`config.mk`:
```
export PLATFORM = sky130hd
export DESIGN_NAME = fft64_twiddle_seq
export DESIGN_NICKNAME = d
export VERILOG_FILES = /design/src/rtl/fft64_twiddle_seq.sv
export SDC_FILE = /design/constraint.sdc
export NUM_CORES = 1
export LEC_CHECK = 0
export CAP_MARGIN = 20
export CELL_PAD_IN_SITES_DETAIL_PLACEMENT = 1
export CELL_PAD_IN_SITES_GLOBAL_PLACEMENT = 1
export CORE_MARGIN = 10
export CORE_UTILIZATION = 30
export CTS_CLUSTER_SIZE = 28
export DETAILED_ROUTE_END_ITERATION = 8
export PLACE_DENSITY = 0.52
export SLEW_MARGIN = 20
export SYNTH_ARGS = -nofsm -noshare
export SYNTH_HDL_FRONTEND = slang
export SYNTH_SLANG_ARGS = --single-unit
```
`constraint.sdc`:
```
create_clock -name clock -period 1.55 [get_ports clock]
set_input_delay 0.31 -clock clock [delete_from_list [all_inputs] [get_ports clock]]
set_output_delay 0.31 -clock clock [all_outputs]
set_load 0.05 [all_outputs]
```
`src/rtl/fft64_twiddle_seq.sv`:
```
// fft64_twiddle_seq
// Twiddle address sequencer for a 64-point radix-2^2 SDF FFT. It tracks the
// valid samples entering the pipeline. For each of the two twiddle multipliers
// it issues a 6-bit table address and an enable. Each address is timed so that
// the registered twiddle table output meets the sample at the multiplier input.
module fft64_twiddle_seq #(
   parameter int LAT1 = 50,   // di_en -> multiplier 1 input, >= 2
   parameter int LAT2 = 14    // multiplier 1 input -> multiplier 2 input, >= 1
) (
   input  logic       clock,
   input  logic       reset,
   input  logic       di_en,
   input  logic       sync,
   output logic [5:0] tw_addr1,
   output logic       tw_en1,
   output logic [5:0] tw_addr2,
   output logic       tw_en2,
   output logic       frame_done,
   output logic       busy
);

   // The output register is the last stage of the multiplier 1 delay.
   // Only LAT1-2 shift stages sit in front of it.
   localparam int D1 = LAT1 - 2;

   // Maps a group to its multiplier. The groups come in bit-reversed order.
   function automatic logic [1:0] grp_mult_f(input logic [1:0] g);
      logic [1:0] r;
      case (g)
         2'd0:    r = 2'd0;
         2'd1:    r = 2'd2;
         2'd2:    r = 2'd1;
         2'd3:    r = 2'd3;
         default: r = 2'd0;
      endcase
      return r;
   endfunction

   // Multiplier 1 address is k * mult(g), with k = idx[3:0] and g = idx[5:4].
   // The largest value is 15 * 3 = 45.
   function automatic logic [5:0] addr1_f(input logic [5:0] idx);
      return {2'b00, idx[3:0]} * {4'b0000, grp_mult_f(idx[5:4])};
   endfunction

   // Multiplier 2 address is 4 * k * mult(g), with k = idx[1:0] and g = idx[3:2].
   // The largest value is 4 * 3 * 3 = 36.
   function automatic logic [5:0] addr2_f(input logic [3:0] idx);
      return {2'b00, idx[1:0], 2'b00} * {4'b0000, grp_mult_f(idx[3:2])};
   endfunction

   logic e1_s, s1_s, dl1_any_s;
   logic e2_s, s2_s;

   generate
      if (D1 > 0) begin : g_dl1
         logic [D1-1:0] en_q;
         logic [D1-1:0] sy_q;

         // Carries the sample strobe and the qualified sync toward multiplier 1.
         always_ff @(posedge clock) begin
            if (reset) begin
               en_q <= {D1{1'b0}};
               sy_q <= {D1{1'b0}};
            end else begin
               en_q <= D1'({en_q, di_en});
               sy_q <= D1'({sy_q, di_en & sync});
            end
         end

         assign e1_s      = en_q[D1-1];
         assign s1_s      = sy_q[D1-1];
         assign dl1_any_s = |en_q;
      end else begin : g_nodl1
         assign e1_s      = di_en;
         assign s1_s      = di_en & sync;
         assign dl1_any_s = 1'b0;
      end
   endgenerate

   logic [LAT2-1:0] dl2_en_q;
   logic [LAT2-1:0] dl2_sy_q;

   // Carries the multiplier 1 strobes on by LAT2 cycles to multiplier 2.
   always_ff @(posedge clock) begin
      if (reset) begin
         dl2_en_q <= {LAT2{1'b0}};
         dl2_sy_q <= {LAT2{1'b0}};
      end else begin
         dl2_en_q <= LAT2'({dl2_en_q, e1_s});
         dl2_sy_q <= LAT2'({dl2_sy_q, s1_s});
      end
   end

   assign e2_s = dl2_en_q[LAT2-1];
   assign s2_s = dl2_sy_q[LAT2-1];

   logic [5:0] n_q, n_d, m_q, m_d;
   logic [5:0] idx1_s, idx2_s;
   logic [5:0] tw_addr1_q, tw_addr1_d, tw_addr2_q, tw_addr2_d;
   logic       tw_en1_q, tw_en2_q;
   logic       frame_done_q, frame_done_d;
   logic       busy_q, busy_d;

   // Computes the sample indices, the next counter values and the next outputs.
   always_comb begin
      idx1_s       = s1_s ? 6'd0 : n_q;
      idx2_s       = s2_s ? 6'd0 : m_q;
      n_d          = n_q;
      m_d          = m_q;
      tw_addr1_d   = 6'd0;
      tw_addr2_d   = 6'd0;
      frame_done_d = 1'b0;
      if (e1_s) begin
         n_d        = idx1_s + 6'd1;
         tw_addr1_d = addr1_f(idx1_s);
      end else begin
         n_d        = n_q;
         tw_addr1_d = 6'd0;
      end
      if (e2_s) begin
         m_d          = idx2_s + 6'd1;
         tw_addr2_d   = addr2_f(idx2_s[3:0]);
         frame_done_d = (idx2_s == 6'd63);
      end else begin
         m_d          = m_q;
         tw_addr2_d   = 6'd0;
         frame_done_d = 1'b0;
      end
      busy_d = dl1_any_s | (|dl2_en_q) | e1_s | e2_s
               | (n_q != 6'd0) | (m_q != 6'd0);
   end

   // Holds the counters and the registered outputs.
   always_ff @(posedge clock) begin
      if (reset) begin
         n_q          <= 6'd0;
         m_q          <= 6'd0;
         tw_addr1_q   <= 6'd0;
         tw_addr2_q   <= 6'd0;
         tw_en1_q     <= 1'b0;
         tw_en2_q     <= 1'b0;
         frame_done_q <= 1'b0;
         busy_q       <= 1'b0;
      end else begin
         n_q          <= n_d;
         m_q          <= m_d;
         tw_addr1_q   <= tw_addr1_d;
         tw_addr2_q   <= tw_addr2_d;
         tw_en1_q     <= e1_s;
         tw_en2_q     <= e2_s;
         frame_done_q <= frame_done_d;
         busy_q       <= busy_d;
      end
   end

   assign tw_addr1   = tw_addr1_q;
   assign tw_en1     = tw_en1_q;
   assign tw_addr2   = tw_addr2_q;
   assign tw_en2     = tw_en2_q;
   assign frame_done = frame_done_q;
   assign busy       = busy_q;

endmodule
```
Yosys cells after proc, flatten, opt, wreduce, memory -nomap -nowiden:

Index checks and enable logic that the tools add are counted.

* flip-flop bits (word level): 152
* input bits: 4
* output and inout bits: 16
* logic and storage cells: 46

* add/sub/neg operators: 2
* $mul: 2
* eq/ne operators: 7
* muxes and demuxes: 6
* bitwise operators: 8
* reductions and logical operators: 8

Operators by type and width (number)
* 48-bit OR reduction: 1
* 2-bit case mux with 4 select lines: 2
* 14-bit OR reduction: 1
* 6-bit by 1-bit adder with 6-bit output, second input constant: 2
* 6-bit two-way mux: 2
* 6-bit nonzero test: 2
* 2-bit == test, second input constant: 4
* 6-bit == test, second input constant: 1
* 4-bit by 2-bit multiplier with 6-bit output: 1
* 1-bit bitwise OR: 5
* 2-bit by 1-bit == test with 1-bit output, second input constant: 2
* 2-bit logical NOT: 2
* 2-bit by 2-bit multiplier with 4-bit output: 1
* 2-bit two-way mux: 2
* 2-bit OR reduction: 2
* 1-bit inverter: 2
* 1-bit AND: 1

Logic depth before layout (Yosys ltp):

* word-level depth: 6
* depth in mapped cells: 9
* mapped depth without buffers: 8

Worst setup path after synthesis:

OpenSTA, ideal clock, no wires.

* path type: reg-to-reg
* start point: register g_dl1.sy_q[47]
* end point: register tw_addr1_q[5], in the netlist tw_addr1[5]
* library setup time: 0.078 ns
* data arrival time: 1.485 ns
* data required time: 1.472 ns
* setup slack: -0.013 ns
* stages on the path, launching flop included: 10
* path buffers: 1
* clock period less this slack: 1.563 ns
* path through: dfxtp_1 buf_6 nor2b_1 and2_1 ha_1 inv_1 fa_1 inv_1 a21oi_1 nor3_1

* word-level cells in the longest chain between the ends: 5
* elaborated cells on any way between the ends: 8
* classes of those cells: mul (1); eq/ne (3); mux (3); reduce/logical (1)

RTL lines
* start: declaration: RTL line 57 `logic [D1-1:0] sy_q;`
* start signal: assignment: RTL line 63 `sy_q <= {D1{1'b0}};`
* start signal: assignment: RTL line 66 `sy_q <= D1'({sy_q, di_en & sync});`
* 6-bit two-way mux (*): RTL line 106 `idx1_s = s1_s ? 6'd0 : n_q;`
* 2-bit == test, or another cell as far along: RTL line 29 `case (g)`
* 2-bit case mux with 4 select lines: RTL line 29
* 2-bit two-way mux: RTL line 113 `if (e1_s) begin`
* 4-bit by 2-bit multiplier with 6-bit output (*): RTL line 42 `return {2'b00, idx[3:0]} * {4'b0000, grp_mult_f(idx[5:4])};`
* end signal: assignment: RTL line 147 `tw_addr1_q <= tw_addr1_d;`
* end: declaration: RTL line 99 `logic [5:0] tw_addr1_q, tw_addr1_d, tw_addr2_q, tw_addr2_d;`

Mark *: on every way between the ends. The rest lies on a longest branch, timed or not. The select of a mux whose other input is x is not followed.
A chain may end at the register's enable or synchronous reset.

Worst setup path after layout:

* start point: register g_dl1.sy_q[47]
* end point: register tw_addr1_q[3], in the netlist tw_addr1[3]

The elaborated chain is that of the path after synthesis.

==> run summary <==
The via count of the first global-routing pass is 2913. The highest-delay cell along the critical path was dfxtp_4. Post-layout total power: 8.10 mW. The total global routing track utilization is 8.62%. The finished cells cover 6020 sq um. The number of instances in the synthesized netlist was 416; the area enclosed by the die boundary was 21000 sq um. Dividing the final minimum period by the clock period gives 97.0%. In the final timing run, aggregate negative setup slack is 0 ns. The dominant register cell in the synthesized netlist was dfxtp_1. The clock root buffer master is clkbuf_16. The largest incremental delay on the critical path works out to 0.38 ns. The layout has 1660 filler cells. Relative to the synthesized area, the layout overhead comes to 28.7%. The floorplan die height is 145 um, and the required time of the critical path is 1.86 ns. Entering global routing, the biggest net connects 35 pins.

Summed over all layers, the global routing overflow is 0. Buffers inserted during clock tree synthesis total 17. Walking the worst path, the cells encountered are nor2b_4 -> and2_4 -> ha_4 -> inv_2 -> fa_2 -> inv_2 -> buf_6 -> a21oi_2.

Pin placement for this block handled 20 I/O pins. The worst register-to-register path has a depth of 8. The row count was 45.

The tools report the register-to-register path setup slack as 0.05 ns. TritonCTS built the clock tree. The final number of setup-violating endpoints is 0, and the post-route DRC violation count is 0. On the critical path the largest part of the delay comes from adder cells. The fraction of layout cells with a size suffix above 1 is 23.4%, and the number of antenna violations at the first check in global routing is 0.

The run gives 0.42 ns as the clock latency reported for the late side of the worst-skew pair. STA classifies the critical path endpoint as a flop. The largest total area in the synthesized netlist belongs to dfxtp_1. The congestion estimate from routability-driven global placement came to 0.719. Leading cell type in the layout, fill and taps excluded: dfxtp_1. For the maximum clock insertion buffer count, the log shows 2. Launching element type of the critical path: a flop.

During placement, the flow inserted port buffers numbering 17. Of the post-synthesis cell area, the dominant cell type holds 63.8%. The startpoint identified for the worst hold timing path is reset.

CTS built an H-tree with a depth of 4. The run gives 149 as the sink count of the clock tree. 0 antenna diodes ended up in the layout. The mean number of vias per cell is 4.21. The worst path needs 1.50 ns of the cycle, external delays included.

For the maximum achievable frequency, the log shows 0.665 GHz. The antenna violation net count after detailed routing is 0, and the half-perimeter wire length of the detailed placement result is 5380 um. In this run the cell area of the synthesized design comes to 4670 sq um. The run gives 0 as the count of max-cap constraint violations.

For this block, the initial DRC count from the detailed router was 95. In this run the critical register-to-register path is captured at tw_addr1[3]. The path type of the worst setup path is reg2reg. The share of flip-flops with an asynchronous set or reset after synthesis is 0%, and the count of endpoints failing hold in the final timing report is 0. In this run the static leakage power is 2.45 nW. The critical path contains buffers and inverters numbering 3 combined. The total placed instance area came out at 5260 sq um.

In this run, synthesis produced a sequential element count of 149. For the maximum clock skew at final layout, the log shows 0.00454 ns. The Yosys step of the flow raised 0 warnings. The sequential element share of the synthesized area is 63.8%. For the detailed-route via count, the log shows 2898. The number of nets in the layout was 477. In the layout the commonest cells are dfxtp_1 (144), nor2b_1 (127), buf_4 (41).

Along the worst hold path, the cell count comes to 2. The total wire length after detailed routing came out at 8320 um. The first TritonRoute pass finished after 4 iterations.

After clock tree synthesis, the clock-pin slew on the worst setup and hold paths is 0.06 ns. Each instance of the synthesized netlist takes up on average 11.2 sq um. The tools report the area of the placeable core as 15300 sq um. In this run the horizontal extent of the chip is 145 um. Buffers inserted to repair hold after CTS numbered 0. Of all nets on the critical path, the largest fanout is 5.

The power density of the placed cells was 1350 nW/um^2. The first-pass GRT wire length is 13900 um. The kind of path behind the tightest hold check was in2reg.

After detailed routing, the average wire length per cell comes to 12.1 um. In the post-synthesis netlist, the biggest area contributors are dfxtp_1 (64%), nor2b_1 (17%), nor4_1 (2.5%), ha_1 (1.9%), and2_1 (1.1%). Reg-to-reg startpoint: g_dl1.sy_q[47]. Yosys mapped a number of flops with a built-in enable equal to 0. The worst-case IR drop observed on VDD is 0.000760 V. For hold timing, the worst endpoint is m_q[1]. Setup repair after global routing could not meet its margin everywhere.

The most frequent cell on the critical path was inv_2. The flow ran to the end, and the final reports show no timing, DRC or antenna violations. Data arrives at the worst endpoint at 1.81 ns. The number of distinct library cells after synthesis is 42. For this configuration, the core starts out at a cell density of 30.6%.

For the final number of max-transition violations, the log shows 0.
## final cells by class
class | count | area [sq um] | area share (%)
multi-input cells | 239 | 1680 | 28.0
clock buffers | 21 | 450 | 7.49
repair buffers | 49 | 439 | 7.30
clock inverters | 11 | 153 | 2.54
flip-flops and latches | 149 | 2990 | 49.7
inverters | 9 | 33.8 | 0.562
well taps | 211 | 264 | 4.39
## report_power, final
part	leakage, nW	total (mW)	internal [mW]	switching [mW]
clock network	0.283	4.14	2.58	1.56
logic	0.960	0.123	0.0421	0.0812
registers	1.20	3.84	3.84	0.00532
## how the worst max path moves through the flow
stage / slack [ns] / cells after the start / end / from
global route: -0.02 / 8 / tw_addr1[4] / g_dl1.sy_q[47]
CTS: -0.02 / 8 / tw_addr1[5] / g_dl1.sy_q[47]
detailed placement: -0.08 / 8 / tw_addr1[5] / g_dl1.sy_q[47]
finish: 0.05 / 8 / tw_addr1[3] / g_dl1.sy_q[47]
floorplan: 0.02 / 9 / tw_addr1[5] / g_dl1.sy_q[47]
global placement: -0.07 / 5 / busy / m_q[0]
## cell families after synthesis
group	Yosys count	share of synthesized area, %
AO/OA/AOI/OAI	18	2.36
XOR/XNOR	3	0.562
adder cells (fa/ha/maj)	8	2.30
buffers and inverters	29	2.86
flip-flops	149	63.8
multiplexers	5	1.10
other	1	0.0802
AND/OR/NAND/NOR	203	26.9
## sequential cells by signal, indices dropped and copies added (netlist names)
signal	flops
g_dl1.sy_q	48
n_q	6
tw_addr1	6
tw_en2	1
dl2_en_q	14
busy	1
m_q	6
g_dl1.en_q	48
tw_addr2	4
frame_done	1
dl2_sy_q	14
## cell usage after synthesis (2+ instances only)
master    count
dfxtp_1     149
nor2b_1     129
nor4_1       19
clkbuf_1     13
nor2_1       13
and2_1        8
inv_1         8
nand2_1       8
a21oi_1       7
ha_1          7
nand4_1       5
buf_4         4
mux2i_1       4
nand3_1       4
o21ai_0       4
nor3_1        3
a211oi_1      2
and2_2        2
and3b_1       2
buf_2         2
xor2_1        2
## per-stage QoR
stage                     utilization, %  setup WS (ns)  cells  hold slack [ns]
after global routing                39.4        -0.0233    689            0.235
after global placement              34.5        -0.0738    655            0.417
after floorplan                        -         0.0189    417            0.414
final                               39.4         0.0467    689            0.235
after CTS                           38.6        -0.0221    687            0.218
after detailed placement            34.5        -0.0813    655            0.423
## layer usage
| layer | part of all wire (%) | vias up | global-route usage (%) |
|---|---|---|---|
| li1 | - | 1438 | - |
| met1 | 49 | 1408 | 10.5 |
| met2 | 45 | 37 | 12.3 |
| met3 | 4.2 | 15 | 3.29 |
| met4 | 2.4 | 0 | 5.90 |
| met5 | 0 | - | 0 |
## timing repair
action	in CTS	in global routing
buffers inserted	0	2
pin swaps	1	7
resized for setup	10	25
endpoints found under the hold margin	0	0
setup endpoints to repair	4	6
Note: power is estimated with default switching activity, not from simulation.
